[config.mk]
export PLATFORM = sky130hd
export DESIGN_NAME = remap_ctrl
export DESIGN_NICKNAME = d
export VERILOG_FILES = /design/src/rtl/remap_ctrl.sv
export SDC_FILE = /design/constraint.sdc
export NUM_CORES = 1
export LEC_CHECK = 0
export CAP_MARGIN = 20
export CORE_ASPECT_RATIO = 1.25
export CORE_MARGIN = 5
export CORE_UTILIZATION = 35
export CTS_CLUSTER_SIZE = 10
export DETAILED_ROUTE_END_ITERATION = 10
export MAX_ROUTING_LAYER = met4
export PLACE_DENSITY = 0.56
export SLEW_MARGIN = 25
export SYNTH_ARGS = -nofsm -noshare
export SYNTH_HDL_FRONTEND = slang
export SYNTH_SLANG_ARGS = --single-unit
[constraint.sdc]
create_clock -name clock -period 2.4 [get_ports clock]
set_input_delay 0.36 -clock clock [delete_from_list [all_inputs] [get_ports clock]]
set_output_delay 0.36 -clock clock [all_outputs]
set_load 0.1 [all_outputs]
[src/rtl/remap_ctrl.sv]
// remap_ctrl: drains outstanding AR/AW transactions before swapping the address remap prefix.
// Optional drain timeout is enabled by defining REMAP_CTRL_TIMEOUT_EN.
module remap_ctrl #(
   parameter int                BASE_W     = 5,
   parameter logic [BASE_W-1:0] RESET_BASE = 5'b10000,
   parameter int                CNT_W      = 6,
   parameter int                TIMEOUT    = 1024
) (
   input  logic              clock,
   input  logic              reset,
   input  logic              cfg_valid,
   input  logic [BASE_W-1:0] cfg_base,
   output logic              cfg_ready,
   output logic              cfg_err,
   output logic [BASE_W-1:0] cur_base,
   input  logic              s_arvalid,
   output logic              s_arready,
   output logic              m_arvalid,
   input  logic              m_arready,
   input  logic              s_awvalid,
   output logic              s_awready,
   output logic              m_awvalid,
   input  logic              m_awready,
   input  logic              rvalid,
   input  logic              rready,
   input  logic              rlast,
   input  logic              bvalid,
   input  logic              bready
);
   typedef enum logic [1:0] {IDLE, DRAIN, SWAP} state_e;
   state_e            state_q, state_d;
   logic [CNT_W-1:0]  ar_cnt_q, ar_cnt_d, aw_cnt_q, aw_cnt_d;
   logic [BASE_W-1:0] base_lat_q, base_lat_d, cur_base_q, cur_base_d;
   logic              cfg_ready_q, cfg_ready_d;
   logic              idle, ar_open, aw_open, ar_inc, ar_dec, aw_inc, aw_dec;
`ifdef REMAP_CTRL_TIMEOUT_EN
   localparam int TMO_W = $clog2(TIMEOUT + 1);
   logic [TMO_W-1:0] tmo_q, tmo_d;
   logic             err_q, err_d;
`endif
   always_comb begin
      idle      = state_q == IDLE;
      ar_open   = idle && ar_cnt_q != '1;
      aw_open   = idle && aw_cnt_q != '1;
      m_arvalid = ar_open && s_arvalid;
      s_arready = ar_open && m_arready;
      m_awvalid = aw_open && s_awvalid;
      s_awready = aw_open && m_awready;
      ar_inc    = m_arvalid && m_arready;
      ar_dec    = rvalid && rready && rlast;
      aw_inc    = m_awvalid && m_awready;
      aw_dec    = bvalid && bready;
      ar_cnt_d  = (ar_inc && !ar_dec) ? ar_cnt_q + 1'b1 :
                  (ar_dec && !ar_inc && ar_cnt_q != '0) ? ar_cnt_q - 1'b1 : ar_cnt_q;
      aw_cnt_d  = (aw_inc && !aw_dec) ? aw_cnt_q + 1'b1 :
                  (aw_dec && !aw_inc && aw_cnt_q != '0) ? aw_cnt_q - 1'b1 : aw_cnt_q;
      state_d     = state_q;
      base_lat_d  = base_lat_q;
      cur_base_d  = cur_base_q;
      cfg_ready_d = 1'b0;
`ifdef REMAP_CTRL_TIMEOUT_EN
      err_d = 1'b0;
      tmo_d = (state_q == DRAIN) ? tmo_q + 1'b1 : '0;
`endif
      unique case (state_q)
         // a timeout completes in IDLE, so the still-held cfg_valid of that cycle is not a new request
         IDLE: if (cfg_valid && !cfg_ready_q) begin
            base_lat_d = cfg_base;
            state_d    = DRAIN;
         end
         DRAIN: begin
            if (ar_cnt_q == '0 && aw_cnt_q == '0) begin
               state_d     = SWAP;
               cur_base_d  = base_lat_q;
               cfg_ready_d = 1'b1;
            end
`ifdef REMAP_CTRL_TIMEOUT_EN
            else if (tmo_q == TMO_W'(TIMEOUT - 1)) begin
               state_d     = IDLE;
               cfg_ready_d = 1'b1;
               err_d       = 1'b1;
            end
`endif
         end
         SWAP:    state_d = IDLE;
         default: state_d = IDLE;
      endcase
   end
   always_ff @(posedge clock) begin
      if (reset) begin
         state_q     <= IDLE;
         ar_cnt_q    <= '0;
         aw_cnt_q    <= '0;
         base_lat_q  <= RESET_BASE;
         cur_base_q  <= RESET_BASE;
         cfg_ready_q <= 1'b0;
`ifdef REMAP_CTRL_TIMEOUT_EN
         tmo_q <= '0;
         err_q <= 1'b0;
`endif
      end else begin
         state_q     <= state_d;
         ar_cnt_q    <= ar_cnt_d;
         aw_cnt_q    <= aw_cnt_d;
         base_lat_q  <= base_lat_d;
         cur_base_q  <= cur_base_d;
         cfg_ready_q <= cfg_ready_d;
`ifdef REMAP_CTRL_TIMEOUT_EN
         tmo_q <= tmo_d;
         err_q <= err_d;
`endif
      end
   end
   assign cfg_ready = cfg_ready_q;
   assign cur_base  = cur_base_q;
`ifdef REMAP_CTRL_TIMEOUT_EN
   assign cfg_err = err_q;
`else
   assign cfg_err = 1'b0;
`endif
endmodule

# Yosys cells after proc, flatten, opt, wreduce, memory -nomap -nowiden
# Index checks and enable logic that the tools add are counted.
# totals
register_bits	25
rom_bits	0
n_memories	0
ramBits	0
latchBits	0
# classes
div_mod_pow	0
eq_ne	5
magnitude_cmp	0
shifts	0
n_reduce_logical	35
mux	8
bitwise_logic	1
addsub	4
mul	0
# ops
operator	n
$mux 6	4
$logic_and 1x1->1	19
$add 6x1->6 const B	2
$logic_not 6->1	2
$ne 6x6->1 const B	2
$reduce_bool 6->1	2
$sub 6x1->6 const B	2
$reduce_and 2->1	3
$logic_not 1->1	5
$mux 2	2
$pmux 2 s2	1
$reduce_bool 2->1	2
$eq 2x1->1 const B	1
$logic_not 2->1	1
$ne 2x1->1 const B	1
$ne 2x2->1 const B	1
$reduce_or 2->1	1
$mux 1	1
$not 1->1	1

# Longest topological paths before layout
# Gate-level depths: netlist (run 1).
# logic_depth
word_depth	9
ltp_mapped	10
mapped_depth_nobuf	10

# Least setup slack after synthesis (run 1)
# OpenSTA, ideal clock, no wires.
# synth_path
path_type	register to register
from	reg state_q[1]
to	reg ar_cnt_q[5]
arrival_ns	3.037
setup_time_ns	0.121
path_slack_ns	-0.758
synth_period_minus_slack_ns	3.158
path_stages_with_launch	10
path_cell_list	dfxtp_1 nor2_1 o211a_1 nand3_1 ha_1 a211oi_1 o21bai_1 a21oi_1 mux2i_1 mux2_2
# synth_via
elab_chain_len	8
word_cells_on_any_way	10
classes_between	mux (1); reduce/logical (9)
# synth_lines
item	line_no	source
start, declared	31	state_e state_q, state_d;
start signal, assigned	102	state_q <= state_d;
$logic_not 2->1 *	42	idle = state_q == IDLE;
$logic_and 1x1->1 *	43	ar_open = idle && ar_cnt_q != '1;
$logic_and 1x1->1 *	45	m_arvalid = ar_open && s_arvalid;
net m_arvalid	18	output logic m_arvalid,
$logic_and 1x1->1 *	49	ar_inc = m_arvalid && m_arready;
$logic_not 1->1	54	(ar_dec && !ar_inc && ar_cnt_q != '0) ? ar_cnt_q - 1'b1 : ar_cnt_q;
$logic_and 1x1->1 (2 in a row)	54	
$reduce_bool 2->1 (no source line)	n/a	
end signal, assigned	103	ar_cnt_q <= ar_cnt_d;
end, declared	32	logic [CNT_W-1:0] ar_cnt_q, ar_cnt_d, aw_cnt_q, aw_cnt_d;
# Mark *: on every way through the listed nets, which the timed path passes. The rest lies on a longest branch.
# A chain may end at the register's enable or synchronous reset.

# Worst setup path after layout (run 1)
# layout_path
from	reg aw_cnt_q[4]
to	reg aw_cnt_q[5]
# layout_via
elab_chain_len	8
word_cells_on_any_way	14
classes_between	add/sub (2); eq/ne (1); mux (2); reduce/logical (9)
# layout_lines
item	line_no	source
start, declared	32	
start signal, assigned	104	aw_cnt_q <= aw_cnt_d;
branches (longest 8 deep; another with $sub 6x1->6)	n/a	
# Several ways; the timed one is not identified. The select of a mux whose other input is x is not followed.

==> results of run 1 <==
==> per-stage QoR <==
stage / worst slack, ns / util (%) / std cells
floorplan: -0.0205 / - / 151
global placement: -0.284 / 50.8 / 259
detailed placement: -0.380 / 50.8 / 259
CTS: 0.0429 / 52.6 / 264
global route: -0.0960 / 53.4 / 265
finish: 0.0166 / 53.4 / 265
==> registers in the layout, indices dropped and copies added, names as in the netlist <==
signal	cells
ar_cnt_q	6
aw_cnt_q	6
base_lat_q	5
cur_base	5
state_q	2
cfg_ready	1
==> final timing paths <==
kind	start	end	slack, ns	depth (start not counted)
setup / recovery	aw_cnt_q[4]$_SDFFE_PP0P_	aw_cnt_q[5]$_SDFFE_PP0P_	0.02	10
hold / removal	base_lat_q[4]$_SDFFE_PP1P_	cur_base[4]$_SDFFE_PP1P_	0.47	1
setup reg to reg	aw_cnt_q[4]$_SDFFE_PP0P_	aw_cnt_q[5]$_SDFFE_PP0P_	0.02	10
hold reg to reg	base_lat_q[4]$_SDFFE_PP1P_	cur_base[4]$_SDFFE_PP1P_	0.47	1
==> cell type report <==
class	count	area [um^2]	share of cell area [%]
Clock inverter	1	7.51	0.351
Clock buffer	3	41.3	1.93
Multi-Input combinational cell	116	963	45.1
Tap cell	56	70.1	3.28
Timing Repair Buffer	58	523	24.5
Inverter	6	22.5	1.05
Sequential cell	25	510	23.9
==> power by group <==
| group | total, mW | switching, mW | internal [mW] |
|---|---|---|---|
| registers | 0.595 | 0.0679 | 0.527 |
| clock network | 0.243 | 0.126 | 0.117 |
| logic | 1.51 | 0.782 | 0.729 |
| total | 2.35 | 0.976 | 1.37 |
==> per-layer routing <==
metal | vias to the layer above | wire length [um]
met3 | 7 | 42
li1 | 646 | -
met1 | 617 | 1300
met5 | - | 0
met4 | 0 | 40
met2 | 12 | 2090
==> cell usage after synthesis (2+ instances only) <==
library cell / instances
sky130_fd_sc_hd__a21oi_1: 9
sky130_fd_sc_hd__buf_1: 2
sky130_fd_sc_hd__a211oi_1: 3
sky130_fd_sc_hd__mux2i_1: 16
sky130_fd_sc_hd__o21bai_1: 2
sky130_fd_sc_hd__nand4_1: 3
sky130_fd_sc_hd__xor2_1: 2
sky130_fd_sc_hd__ha_1: 8
sky130_fd_sc_hd__o211a_1: 2
sky130_fd_sc_hd__inv_1: 6
sky130_fd_sc_hd__xnor2_1: 5
sky130_fd_sc_hd__dfxtp_1: 25
sky130_fd_sc_hd__nor2b_1: 8
sky130_fd_sc_hd__nand2_1: 5
sky130_fd_sc_hd__nor2_1: 24
sky130_fd_sc_hd__fa_1: 2
sky130_fd_sc_hd__mux2i_2: 2
sky130_fd_sc_hd__mux2_2: 2
sky130_fd_sc_hd__a21o_1: 3
sky130_fd_sc_hd__o21ai_0: 4
sky130_fd_sc_hd__nor4_2: 2
sky130_fd_sc_hd__a211o_1: 2
sky130_fd_sc_hd__nand3_1: 2
==> what timing repair did <==
| item | in CTS | in global routing |
|---|---|---|
| endpoints found under the hold margin | 0 | 0 |
| pin swaps | 2 | 4 |
| endpoints found under the setup margin | 1 | 3 |
| buffers inserted | 1 | 1 |
| resized for setup | 5 | 9 |
==> logic make-up after synthesis <==
kind of cell             synth area share, %
flip-flops                              35.1
AND/OR/NAND/NOR                         18.7
multiplexers                            14.8
buffers and inverters                   2.90
XOR/XNOR                                4.31
other                                  0.263
AO/OA/AOI/OAI                           14.1
adder cells (fa/ha/maj)                 9.84
==> impl_metrics.prom, run 1 <==
# TYPE chip_impl_metric gauge
chip_impl_metric{name="netlist-cell-type-count",unit=""} 35
chip_impl_metric{name="p_per_area",unit="mW/mm^2"} 1100
chip_impl_metric{name="num-fill-cells",unit=""} 382
chip_impl_metric{name="clock_latency_of_the_later_clocked_register_in_the_worst_skew_pair",unit="ns"} 0.26
chip_impl_metric{name="numPortBuffers",unit=""} 26
chip_impl_info{name="crit_slowest_cell",value="sky130_fd_sc_hd__mux2_2"} 1
chip_impl_metric{name="place_congestion",unit=""} 0.839
chip_impl_metric{name="core.rowCount",unit=""} 26
chip_impl_metric{name="worstMarginPinSlew",unit="ns"} 0.600
chip_impl_metric{name="cp.arrival",unit="ns"} 2.53
chip_impl_metric{name="clock_skew",unit="ns"} 0.00403
chip_impl_metric{name="setup_viol",unit=""} 0
chip_impl_metric{name="grt.met2_usage",unit="%"} 26.4
chip_impl_metric{name="die_area",unit="mm^2"} 0.00545
chip_impl_info{name="root_buffer",value="sky130_fd_sc_hd__clkbuf_8"} 1
chip_impl_metric{name="fmaxAchievable",unit="GHz"} 0.420
chip_impl_metric{name="grt_overflow",unit=""} 0
chip_impl_metric{name="cap_violations",unit=""} 0
chip_impl_metric{name="final_min_period_over_clock_period",unit="%"} 99.3
chip_impl_metric{name="total_power",unit="mW"} 2.35
chip_impl_metric{name="cts-hold-fix-buffers",unit=""} 0
chip_impl_info{name="status",value="complete, no violations"} 1
chip_impl_metric{name="floorplan.core_area",unit="mm^2"} 0.00400
chip_impl_info{name="synth_area_leader_cell",value="sky130_fd_sc_hd__dfxtp_1"} 1
chip_impl_info{name="commonest_cells_after_routing_fill_and_taps_aside",value="sky130_fd_sc_hd__buf_4 (38), sky130_fd_sc_hd__nor2_1 (23), sky130_fd_sc_hd__dfxtp_1 (17), sky130_fd_sc_hd__mux2i_1 (16), sky130_fd_sc_hd__clkdlybuf4s50_1 (14)"} 1
chip_impl_metric{name="design.final.nets",unit=""} 237
chip_impl_metric{name="drt_iter0_drc",unit=""} 24
chip_impl_info{name="critical_path.endpoint_type",value="register"} 1
chip_impl_metric{name="postSynthNetCount",unit=""} 178
chip_impl_metric{name="grt_util_met1",unit="%"} 14.1
chip_impl_metric{name="floorplan.die.width",unit="um"} 67.1
chip_impl_metric{name="global_route.usage.total",unit="%"} 13.6
chip_impl_metric{name="numCtsBuffers",unit=""} 3
chip_impl_metric{name="post_drt_wl_per_cell",unit="um"} 13.1
chip_impl_metric{name="dr.pass1.iters",unit=""} 4
chip_impl_metric{name="htreeDepth",unit=""} 1
chip_impl_metric{name="number_of_hold_violations_in_the_final_report",unit=""} 0
chip_impl_metric{name="synth_enable_flop_cells",unit=""} 0
chip_impl_metric{name="postSynth.asyncResetShare",unit="%"} 0
chip_impl_metric{name="avgViaCountPerCell",unit=""} 4.84
chip_impl_metric{name="pin_count",unit=""} 28
chip_impl_info{name="critPathTopFamily",value="compound AO/OA/AOI/OAI gates"} 1
chip_impl_metric{name="yosys_warnings",unit=""} 0
chip_impl_metric{name="cellLeakagePower",unit="nW"} 0.915
chip_impl_info{name="post_synth_main_area_contributors",value="sky130_fd_sc_hd__dfxtp_1 (35%), sky130_fd_sc_hd__mux2i_1 (11%), sky130_fd_sc_hd__ha_1 (7.0%)"} 1
chip_impl_metric{name="floorplan.initialDensity",unit="%"} 35.6
chip_impl_metric{name="dp.final_hpwl",unit="um"} 2780
chip_impl_metric{name="finalSetupTns",unit="ns"} 0
chip_impl_metric{name="routed-via-count",unit=""} 1282
chip_impl_info{name="clock_tree_from_tritoncts",value="done"} 1
chip_impl_info{name="kind_of_critical_path",value="register to register"} 1
chip_impl_metric{name="synth.cell_area",unit="mm^2"} 0.00142
chip_impl_info{name="layout_commonest_cell",value="sky130_fd_sc_hd__buf_4"} 1
chip_impl_metric{name="timing_max_transition_violations_final",unit=""} 0
chip_impl_metric{name="stdcell_area",unit="mm^2"} 0.00214
chip_impl_metric{name="cts.path.max_buffers",unit=""} 2
chip_impl_info{name="timing.critical_path.mode_cell",value="sky130_fd_sc_hd__a21oi_2"} 1
chip_impl_metric{name="floorplan.die.height",unit="um"} 81.3
chip_impl_metric{name="clock_sink_count",unit=""} 25
chip_impl_metric{name="finalHoldWorstSlack",unit="ns"} 0.474
chip_impl_metric{name="num_antenna_cells",unit=""} 0
chip_impl_info{name="yosys_most_used_dff",value="sky130_fd_sc_hd__dfxtp_1"} 1
chip_impl_metric{name="ys_seq_area_share",unit="%"} 35.1
chip_impl_metric{name="req_time_crit_path",unit="ns"} 2.55
chip_impl_metric{name="count_of_buffering_cells_on_the_critical_path_with_inverters_included",unit=""} 1
chip_impl_metric{name="slowest_delay",unit="ns"} 0.36
chip_impl_metric{name="postRouteWirelength",unit="um"} 3480
chip_impl_info{name="grt-busiest-layer",value="met2"} 1
chip_impl_info{name="min_path_type",value="register to register"} 1
chip_impl_metric{name="synthesized_flop_and_latch_total",unit=""} 25
chip_impl_metric{name="fin_crit",unit="ns"} 2.38
chip_impl_info{name="timing.critical_path.from_type",value="register"} 1
chip_impl_metric{name="grt_antenna_before_repair",unit=""} 0
chip_impl_metric{name="grt_pass1_wl",unit="um"} 5650
chip_impl_metric{name="worst_slew_margin_rel",unit="%"} 59.8
chip_impl_metric{name="via_count_of_the_first_global_routing_pass",unit=""} 1330
chip_impl_metric{name="grt_max_degree",unit=""} 18
chip_impl_metric{name="power.ir.vdd_worst",unit="uV"} 503
chip_impl_metric{name="post_synth_inst_count",unit=""} 151
chip_impl_metric{name="global_route.usage.met3",unit="%"} 1.80
chip_impl_info{name="path_cells",value="nand4_1, o2111ai_2, a21oi_2, inv_2, ha_4, a211oi_2, o21bai_1, a21oi_2, mux2i_1, mux2_2"} 1
chip_impl_metric{name="post-synth-top-area-fraction",unit="%"} 35.1
chip_impl_metric{name="detail-route-antenna-nets",unit=""} 0
chip_impl_metric{name="cts.reportedPaths.clkPinSlew",unit="ns"} 0.09
chip_impl_metric{name="syn2layout_area_growth",unit="%"} 50.2
chip_impl_metric{name="syn_area_per_cell",unit="um^2"} 9.43
chip_impl_metric{name="placed_cell_area",unit="mm^2"} 0.00203
chip_impl_metric{name="cp_max_fo",unit=""} 3
chip_impl_metric{name="drc_errors",unit=""} 0
chip_impl_metric{name="final_layout_size_suffix_gt1_share",unit="%"} 35.4
No activity file was read; power rests on OpenSTA's default activity.
==> run 2, diff against run 1 <==
--- a/config.mk
+++ b/config.mk
@@ -14,3 +14,3 @@
 export MAX_ROUTING_LAYER = met4
-export PLACE_DENSITY = 0.56
+export PLACE_DENSITY = 0.54
 export SLEW_MARGIN = 25
==> constraint.sdc (replaced) <==
create_clock -name clock -period 3.1 [get_ports clock]
set_input_delay 0.465 -clock clock [delete_from_list [all_inputs] [get_ports clock]]
set_output_delay 0.465 -clock clock [all_outputs]
set_load 0.02 [all_outputs]
==> run 2 against run 1 <==
Net effect:
- setup slack improved by 0.34 ns
- via count decreased by 10%
- combinational power decreased by 51%
- clock-buffer cell count unchanged
- sequential share of layout area increased by 3.7 points
- global-route usage decreased by 0.96 points
- first-iteration DRC count increased by 75%
- routed wire length decreased by 11%
- power decreased by 39%
- critical endpoint unchanged
- highest routed layer unchanged
==> impl_metrics.prom, run 2 (synthesis gave the netlist of run 1 again) <==
# TYPE chip_impl_metric gauge
chip_impl_metric{name="power.clock.fraction",unit="%"} 13.9
chip_impl_info{name="clock_tree_from_tritoncts",value="done"} 1
chip_impl_metric{name="grt_overflow",unit=""} 0
chip_impl_metric{name="floorplan.core_area",unit="mm^2"} 0.00400
chip_impl_metric{name="cp.arrival",unit="ns"} 2.91
chip_impl_metric{name="num_antenna_cells",unit=""} 0
chip_impl_metric{name="finalSetupTns",unit="ns"} 0
chip_impl_metric{name="htreeDepth",unit=""} 1
chip_impl_metric{name="drt_iter0_drc",unit=""} 42
chip_impl_metric{name="cts-hold-fix-buffers",unit=""} 0
chip_impl_metric{name="cp_max_fo",unit=""} 5
chip_impl_metric{name="post_cts_resize_count",unit=""} 0
chip_impl_metric{name="reg2reg_setup_slack",unit="ns"} 0.36
chip_impl_metric{name="slowest_delay",unit="ns"} 0.37
chip_impl_metric{name="drc_errors",unit=""} 0
chip_impl_metric{name="clock_sink_count",unit=""} 25
chip_impl_metric{name="count_of_buffering_cells_on_the_critical_path_with_inverters_included",unit=""} 1
chip_impl_metric{name="fmaxAchievable",unit="GHz"} 0.365
chip_impl_info{name="unrepaired_setup_endpoints_after_global_routing",value="false"} 1
chip_impl_info{name="layout_commonest_cell",value="sky130_fd_sc_hd__clkdlybuf4s50_1"} 1
chip_impl_metric{name="power.ir.vdd_worst",unit="uV"} 324
chip_impl_metric{name="grt_max_degree",unit=""} 21
chip_impl_info{name="root_buffer",value="sky130_fd_sc_hd__clkbuf_8"} 1
chip_impl_metric{name="grt_pass1_wl",unit="um"} 5200
chip_impl_metric{name="avgViaCountPerCell",unit=""} 4.85
chip_impl_info{name="r2r_start",value="state_q[1]$_SDFFE_PP0P_"} 1
chip_impl_info{name="timing.critical_path.from_type",value="register"} 1
chip_impl_metric{name="cts.path.max_buffers",unit=""} 2
chip_impl_metric{name="number_of_hold_violations_in_the_final_report",unit=""} 0
chip_impl_info{name="commonest_cells_after_routing_fill_and_taps_aside",value="sky130_fd_sc_hd__clkdlybuf4s50_1 (26), sky130_fd_sc_hd__dfxtp_1 (25), sky130_fd_sc_hd__nor2_1 (24), sky130_fd_sc_hd__mux2i_1 (16), sky130_fd_sc_hd__a21oi_1 (9)"} 1
chip_impl_metric{name="cap_violations",unit=""} 0
chip_impl_info{name="kind_of_critical_path",value="register to register"} 1
chip_impl_metric{name="core.rowCount",unit=""} 26
chip_impl_metric{name="seq_power_share",unit="%"} 34.2
chip_impl_metric{name="timing_max_transition_violations_final",unit=""} 0
chip_impl_metric{name="dr.pass1.iters",unit=""} 4
chip_impl_info{name="timing.critical_path.mode_cell",value="sky130_fd_sc_hd__a21oi_1"} 1
chip_impl_metric{name="global_route.usage.total",unit="%"} 12.6
chip_impl_metric{name="floorplan.die.height",unit="um"} 81.3
chip_impl_metric{name="via_count_of_the_first_global_routing_pass",unit=""} 1182
chip_impl_info{name="crit_slowest_cell",value="sky130_fd_sc_hd__dfxtp_1"} 1
chip_impl_metric{name="postRouteWirelength",unit="um"} 3090
chip_impl_metric{name="r2r.worst_path.cells",unit=""} 10
chip_impl_metric{name="place_congestion",unit=""} 0.808
chip_impl_metric{name="worst_slew_margin_rel",unit="%"} 52.9
chip_impl_metric{name="worstMarginPinSlew",unit="ns"} 0.704
chip_impl_info{name="critical_path.endpoint_type",value="register"} 1
chip_impl_info{name="status",value="complete, no violations"} 1
chip_impl_metric{name="dp.final_hpwl",unit="um"} 2490
chip_impl_metric{name="num-fill-cells",unit=""} 400
chip_impl_metric{name="cts.reportedPaths.clkPinSlew",unit="ns"} 0.09
chip_impl_metric{name="pin_count",unit=""} 28
chip_impl_metric{name="clock_latency_of_the_later_clocked_register_in_the_worst_skew_pair",unit="ns"} 0.27
chip_impl_metric{name="die_area",unit="mm^2"} 0.00545
chip_impl_metric{name="post_drt_wl_per_cell",unit="um"} 13.1
chip_impl_metric{name="floorplan.die.width",unit="um"} 67.1
chip_impl_info{name="timing.rr.end",value="aw_cnt_q[5]$_SDFFE_PP0P_"} 1
chip_impl_metric{name="syn2layout_area_growth",unit="%"} 27.4
chip_impl_info{name="worstSetupStartpoint",value="state_q[1]$_SDFFE_PP0P_"} 1
chip_impl_metric{name="total_power",unit="mW"} 1.44
chip_impl_metric{name="numPortBuffers",unit=""} 26
chip_impl_metric{name="final_min_period_over_clock_period",unit="%"} 88.4
chip_impl_metric{name="net-switching-power",unit="uW"} 562
chip_impl_metric{name="internal-power",unit="uW"} 876
chip_impl_metric{name="logic_depth_of_the_worst_setup_path_including_buffers",unit=""} 10
chip_impl_metric{name="clock_skew",unit="ns"} 0.00671
chip_impl_metric{name="floorplan.initialDensity",unit="%"} 35.6
chip_impl_info{name="biggestRegsByFlops",value="ar_cnt_q (6), aw_cnt_q (6)"} 1
chip_impl_metric{name="p_per_area",unit="mW/mm^2"} 793
chip_impl_info{name="path_cells",value="nor2_1, o2111ai_2, a21oi_1, inv_1, ha_1, a211oi_1, o21bai_1, a21oi_1, mux2i_1, mux2_2"} 1
chip_impl_metric{name="detail-route-antenna-nets",unit=""} 0
chip_impl_metric{name="numCtsBuffers",unit=""} 3
chip_impl_info{name="critPathTopFamily",value="compound AO/OA/AOI/OAI gates"} 1
chip_impl_metric{name="switching_share",unit="%"} 39.1
chip_impl_metric{name="post_cts.repair.setup_buffers",unit=""} 0
chip_impl_metric{name="fin_crit",unit="ns"} 2.74
chip_impl_metric{name="routed-via-count",unit=""} 1149
chip_impl_metric{name="setup_viol",unit=""} 0
chip_impl_metric{name="final_layout_size_suffix_gt1_share",unit="%"} 9.39
chip_impl_metric{name="design.final.nets",unit=""} 209
chip_impl_metric{name="cellLeakagePower",unit="nW"} 0.737
chip_impl_metric{name="power.share.combinational",unit="%"} 52.0
chip_impl_metric{name="grt_antenna_before_repair",unit=""} 0
chip_impl_info{name="worstSetupEndpoint",value="aw_cnt_q[5]$_SDFFE_PP0P_"} 1
chip_impl_metric{name="req_time_crit_path",unit="ns"} 3.27
chip_impl_info{name="min_path_type",value="register to register"} 1
## run 2: cell count changes in the layout (fill, tap and decap cells not counted), moves of 4 or more
cell | before | now
sky130_fd_sc_hd__buf_12 | 4 | 0
sky130_fd_sc_hd__clkdlybuf4s50_1 | 14 | 26
sky130_fd_sc_hd__dfxtp_2 | 8 | 0
sky130_fd_sc_hd__buf_4 | 38 | 4
sky130_fd_sc_hd__dfxtp_1 | 17 | 25
## run 2: final cells by class
class                      count  area, um^2  area share (%)
clock inverter                 1        7.51           0.414
sequential                    25         500            27.6
multi-input combinational    116         882            48.6
inverter                       6        22.5            1.24
timing repair buffer          30         290            16.0
tap                           56        70.1            3.86
clock buffer                   3        41.3            2.28
## run 2: worst min-delay path by stage
stage / from / end / slack (ns) / cells after the start
after detailed placement: base_lat_q[4]$_SDFFE_PP1P_ / cur_base[4]$_SDFFE_PP1P_ / 0.44 / 1
after CTS: base_lat_q[4]$_SDFFE_PP1P_ / cur_base[4]$_SDFFE_PP1P_ / 0.47 / 1
final: base_lat_q[4]$_SDFFE_PP1P_ / cur_base[4]$_SDFFE_PP1P_ / 0.47 / 1
after global placement: base_lat_q[4]$_SDFFE_PP1P_ / cur_base[4]$_SDFFE_PP1P_ / 0.44 / 1
after floorplan: base_lat_q[4]$_SDFFE_PP1P_ / cur_base[4]$_SDFFE_PP1P_ / 0.43 / 1
after global routing: base_lat_q[4]$_SDFFE_PP1P_ / cur_base[4]$_SDFFE_PP1P_ / 0.50 / 1
## run 2: power by group through the flow
stage / clock network (mW) / logic [mW] / registers (mW)
after CTS: 0.208 / 0.755 / 0.492
after global placement: 0 / 0.727 / 0.500
after detailed placement: 0 / 0.743 / 0.499
after global routing: 0.219 / 0.831 / 0.504
after floorplan: 0 / 0.568 / 0.484
final: 0.200 / 0.747 / 0.491
## run 2: metrics by stage
| step | worst slack (ns) | utilization (%) | hold slack (ns) | area, um^2 | instances |
|---|---|---|---|---|---|
| detailed placement | 0.122 | 44.1 | 0.445 | 1770 | 233 |
| floorplan | 0.544 | - | 0.427 | 1420 | 151 |
| global route | 0.123 | 45.3 | 0.502 | 1810 | 237 |
| global placement | 0.207 | 44.1 | 0.435 | 1770 | 233 |
| finish | 0.358 | 45.3 | 0.468 | 1810 | 237 |
| CTS | 0.296 | 45.3 | 0.469 | 1810 | 237 |
## run 2: routing by layer
layer,track usage [%],wire length [um]
met5,-,0
met4,4.26,38
met3,1.80,97
met2,23.4,1690
met1,13.4,1270
